==> src/rtl/regfile_port_arbiter.sv <==
// Two-requester round-robin arbiter feeding a one-deep register-file issue stage.
// Writes commit at the edge after they are presented; reads return two cycles after grant.
module regfile_port_arbiter #(
  parameter int ADDR_W = 4,
  parameter int DATA_W = 64
) (
  input  logic              clk,
  input  logic              rst_n,
  input  logic [1:0]        req,
  input  logic [1:0]        we,
  input  logic [ADDR_W-1:0] dst0,
  input  logic [ADDR_W-1:0] dst1,
  input  logic [ADDR_W-1:0] src0,
  input  logic [ADDR_W-1:0] src1,
  input  logic [DATA_W-1:0] wdata0,
  input  logic [DATA_W-1:0] wdata1,
  output logic [1:0]        gnt,
  output logic [1:0]        rvalid,
  output logic [DATA_W-1:0] dstRdata,
  output logic [DATA_W-1:0] srcRdata,
  output logic              rf_writeEnable,
  output logic [ADDR_W-1:0] rf_dst,
  output logic [ADDR_W-1:0] rf_src,
  output logic [DATA_W-1:0] rf_dstWrite,
  input  logic [DATA_W-1:0] rf_dstRead,
  input  logic [DATA_W-1:0] rf_srcRead
);

  // state | meaning
  // IDLE  | nothing presented to the register file
  // WR    | write presented; register file commits at the next edge
  // RD    | read presented; read data captured and rvalid pulsed at the next edge
  typedef enum logic [1:0] {IDLE, WR, RD} state_t;

  state_t state, stateNext;
  logic   favour1;
  logic   owner;
  logic   gntIdx;
  logic   gntWe;

  // The stage is always free, so grant is a pure function of req and the pointer.
  always_comb begin
    gnt = 2'b00;
    if (rst_n) begin
      case (req)
        2'b01:   gnt = 2'b01;
        2'b10:   gnt = 2'b10;
        2'b11:   gnt = favour1 ? 2'b10 : 2'b01;
        default: gnt = 2'b00;
      endcase
    end
  end

  always_comb begin
    gntIdx    = gnt[1];
    gntWe     = we[gntIdx];
    stateNext = IDLE;
    if (|gnt) stateNext = gntWe ? WR : RD;
  end

  always_ff @(posedge clk or negedge rst_n) begin
    if (!rst_n) state <= IDLE;
    else        state <= stateNext;
  end

  assign rf_writeEnable = (state == WR);

  always_ff @(posedge clk or negedge rst_n) begin
    if (!rst_n) begin
      favour1     <= 1'b0;
      owner       <= 1'b0;
      rf_dst      <= '0;
      rf_src      <= '0;
      rf_dstWrite <= '0;
      rvalid      <= 2'b00;
      dstRdata    <= '0;
      srcRdata    <= '0;
    end else begin
      if (|gnt) begin
        favour1 <= ~gntIdx;
        owner   <= gntIdx;
        rf_dst  <= gntIdx ? dst1 : dst0;
        if (gntWe) rf_dstWrite <= gntIdx ? wdata1 : wdata0;
        else       rf_src      <= gntIdx ? src1 : src0;
      end
      rvalid <= 2'b00;
      if (state == RD) begin
        rvalid   <= owner ? 2'b10 : 2'b01;
        dstRdata <= rf_dstRead;
        srcRdata <= rf_srcRead;
      end
    end
  end

endmodule

==> config.mk <==
export PLATFORM = sky130hd
export DESIGN_NAME = regfile_port_arbiter
export DESIGN_NICKNAME = d
export VERILOG_FILES = /design/src/rtl/regfile_port_arbiter.sv
export SDC_FILE = /design/constraint.sdc
export NUM_CORES = 1
export LEC_CHECK = 0
export CELL_PAD_IN_SITES_DETAIL_PLACEMENT = 2
export CELL_PAD_IN_SITES_GLOBAL_PLACEMENT = 2
export CORE_MARGIN = 8
export CORE_UTILIZATION = 21
export CTS_CLUSTER_DIAMETER = 150
export DETAILED_ROUTE_END_ITERATION = 6
export PLACE_DENSITY = 0.79
export SLEW_MARGIN = 40
export SYNTH_ARGS = -nofsm -noshare
export SYNTH_HDL_FRONTEND = slang
export SYNTH_SLANG_ARGS = --single-unit
==> constraint.sdc <==
create_clock -name clk -period 1.4 [get_ports clk]
set_clock_uncertainty 0.05 [all_clocks]
set_input_delay 0.14 -clock clk [delete_from_list [all_inputs] [get_ports clk]]
set_output_delay 0.14 -clock clk [all_outputs]
set_load 0.1 [all_outputs]
==> metrics.txt <==
Internal Dissipation 21.40 mW; area of the multi-input gates 3652 µm²; number of synthesized flops with an enable pin 0; Iteration-0 DRC Markers about 250; clock tree from TritonCTS yes; Syn Area/Cell ~14 µm²; Comb pwr share around three fifths; synthesis-stage register bit count 206; M1 GR Usage between 10% and 20%; global-route wire length before repair 66,900 µm; final worst path period share 132.6%; required time at the worst-slack endpoint about 1.8 ns; finished layout cell area about 19,000 µm²; P_leak about 8.3 nW; insertion delay of the later-clocked pin in the worst-skew pair between 0.5 and 0.6 ns; Sequential Area around 5200 µm²; RSZ-0062 raised after global routing yes; met2 capacity usage during global routing between 30 and 40%; number of global-route vias before repair a little over 9,000; transition at the pin with the smallest max-transition slack 0.6823 ns; maximum number of pins on one net before global-route repair just over 100; number of endpoints with negative hold slack in the final report 0; count of distinct cell types in the synthesized netlist 25; starting density of the core about a fifth; fraction of registers with async set or reset after synthesis 100.0%; # port buffers around 480; register area share after synthesis ~62%; areal power density over the cells 2203 nW/µm²; arrival time worst endpoint 2.20 ns; setup slack after layout -0.4565 ns; minimum period implied by the final worst setup slack approximately 1.9 ns; Post-route DRC 0; Simple-Gate Fraction of Synth Area ~4.2%; clock transition at the register clock pins on the worst setup and hold paths after CTS about 0.060 ns; worst-case vdd ir drop just over 0.001 V; number of nets in the layout 1,465; Max Clock Freq 538.7 MHz; final-report max-slew violation count 0; biggest area consumer among synthesized cells dfrtp_1; category of the worst setup path capture point flip-flop; Clock Root Buffer clkbuf_16; total clock sinks 206; Setup-failing EPs final around 200; initial antenna violation count 5; slew margin rel. between 50% and 60%; GR Util All Layers 19.37%; CTS buffer count 25; highest net fanout along the worst path 4; top area cells in the synthesized netlist dfrtp_1, mux2_2, mux2i_1, a21oi_1, nor2_1; top_reg_cell synth dfrtp_1; DRT antenna net count 0; fraction of final layout cells sized beyond drive strength 1 between 40% and 50%; maximum count of clock buffers along a single path 3; number of optimization iterations in the first detailed-route pass 4; placed instance area 16,160 µm²; area added between synthesis and finish 126.7%; Sw Ratio 48.44%; placeable core region slightly below 40,000 µm²; Max Cap Violations 0; Sequential Power Share a little under a quarter; Syn Std Cell Area between 8000 and 9000 µm²; routed wire length per instance 28.84 µm; number of filler cells placed in the layout 3,610; Worst setup SP type flip-flop; net count after synthesis 886; number of placement rows 73; vias per std cell about 4.4; parity-gate share of the synthesized area counting xor and xnor cells 0%; share of Yosys cell area claimed by the top area cell type between 60 and 70%; dpl ws -0.6746 ns; number of H-tree levels 1; number of primary I/O pins between 400 and 500; detailed-route via count around 7,600; Total Neg Setup Slack -29.30 ns; Hold WS between 0.09 and 0.1 ns; met3 routing resource usage after global routing under 10%; Final Util 47.85%; Clk pwr share between 10% and 20%; category of the critical setup timing path flip-flop to flip-flop; Die Ht about 210 µm; combinational family with the most area after synthesis multiplexers; multiplexer share of the synthesized area 25.53%; gp weighted congestion approximately 0.78; wire length reported by the detailed router between 40,000 and 50,000 µm; Warnings, synthesis 0; violated checks setup timing; outcome complete, but fails checks; remaining global-route overflow 0; width of the die roughly 210 µm; adder-cell share of the synthesized area 0%; DP HPWL about 33,000 µm; switching power summed over all nets about 20 mW; Total Die Area between 40,000 and 50,000 µm²; share of the synthesized area in compound gates (AO/OA/AOI/OAI) 5.179%; hold crit path type primary input to flip-flop; global route hottest layer met2; cell count after synthesis about 610
==> layer usage <==
metal | vias to the layer above | routed length [µm]
li1 | 3277 | -
met1 | 3858 | 17800
met2 | 393 | 26490
met3 | 73 | 4218
met4 | 2 | 1407
met5 | - | 13
==> sequential cells by signal, summed over array words and instances, names as in the netlist <==
register	flops
state	2
rvalid	2
owner	1
rf_src	4
srcRdata	64
rf_dst	4
favour1	1
rf_dstWrite	64
dstRdata	64
==> critical path: stages, from the launching register on <==
cell,delay [ns]
dfrtp_1,0.40
nor2b_2,0.27
nor3_4,0.09
buf_6,0.15
bufbuf_16,0.27
buf_4,0.14
mux2i_1,0.21
a21oi_1,0.14
==> cells in the mapped netlist (3+ instances only) <==
master,instances
dfrtp_1,206
mux2_2,128
mux2i_1,68
nor2_1,67
a21oi_1,65
buf_2,22
nand2_1,14
buf_8,5
o21ai_0,5
a22oi_1,4
clkbuf_1,4
inv_1,3
==> what timing repair did <==
item | 4_1_cts | 5_1_grt
resized for setup | 104 | 202
endpoints found under the setup margin | 201 | 212
gates cloned | 21 | 5
hold endpoints to repair | 177 | 0
hold buffers | 1 | 0
pin swaps | 5 | 2
setup buffers | 36 | 11
==> cells in the final DEF, fill, tap and decap left out, types with 29 or more instances in the layout <==
cell and instances:
mux2_4 103, nor2_1 35, mux2i_1 59, buf_12 224, clkdlybuf4s50_1 276, buf_4 30, a21oi_1 36, clkbuf_16 30
a21oi_2 29, dfrtp_1 190
==> power groups by stage <==
stage | sequential, mW | combinational, mW | clock (mW)
floorplan | 20.2 | 1.97 | 0
global placement | 9.38 | 22.7 | 0
detailed placement | 9.58 | 23.0 | 0
CTS | 9.56 | 23.9 | 7.33
global route | 9.92 | 25.1 | 7.56
finish | 9.75 | 24.6 | 7.18
==> cells by family after synthesis <==
kind of cell,Yosys count
flip-flops,206
multiplexers,196
AND/OR/NAND/NOR,87
AO/OA/AOI/OAI,79
buffers and inverters,40
==> per-stage QoR <==
stage	std cells	total power, mW
detailed placement	1631	32.60
global route	1730	42.60
CTS	1728	40.77
global placement	1631	32.03
floorplan	608	22.20
finish	1731	41.50
==> area by class of cell <==
cell class | count | share of cell area [%]
clock inverter | 9 | 0.9033
timing repair buffer | 587 | 44.81
sequential | 206 | 27.47
inverter | 4 | 0.07970
tap | 525 | 3.487
antenna | 3 | 0.03985
clock buffer | 34 | 3.819
multi-input combinational | 363 | 19.39
==> final timing paths <==
path                                          endpoint           startpoint  slack, ns  depth (start not counted)
setup / recovery           rf_dstWrite[41]$_DFFE_PN0P_  favour1$_DFFE_PN0P_      -0.46                          7
hold / removal                   rf_dst[0]$_DFFE_PN0P_              dst1[0]        0.1                          3
setup reg to reg           rf_dstWrite[41]$_DFFE_PN0P_  favour1$_DFFE_PN0P_      -0.46                          7
hold reg to reg                    rvalid[0]$_DFF_PN0_    owner$_DFFE_PN0P_       0.41                          1
max in group asynchronous      srcRdata[9]$_DFFE_PN0N_                rst_n       0.31                          4
min in group asynchronous  rf_dstWrite[44]$_DFFE_PN0P_                rst_n       0.22                          3
Power figures use the tool's default switching activity.
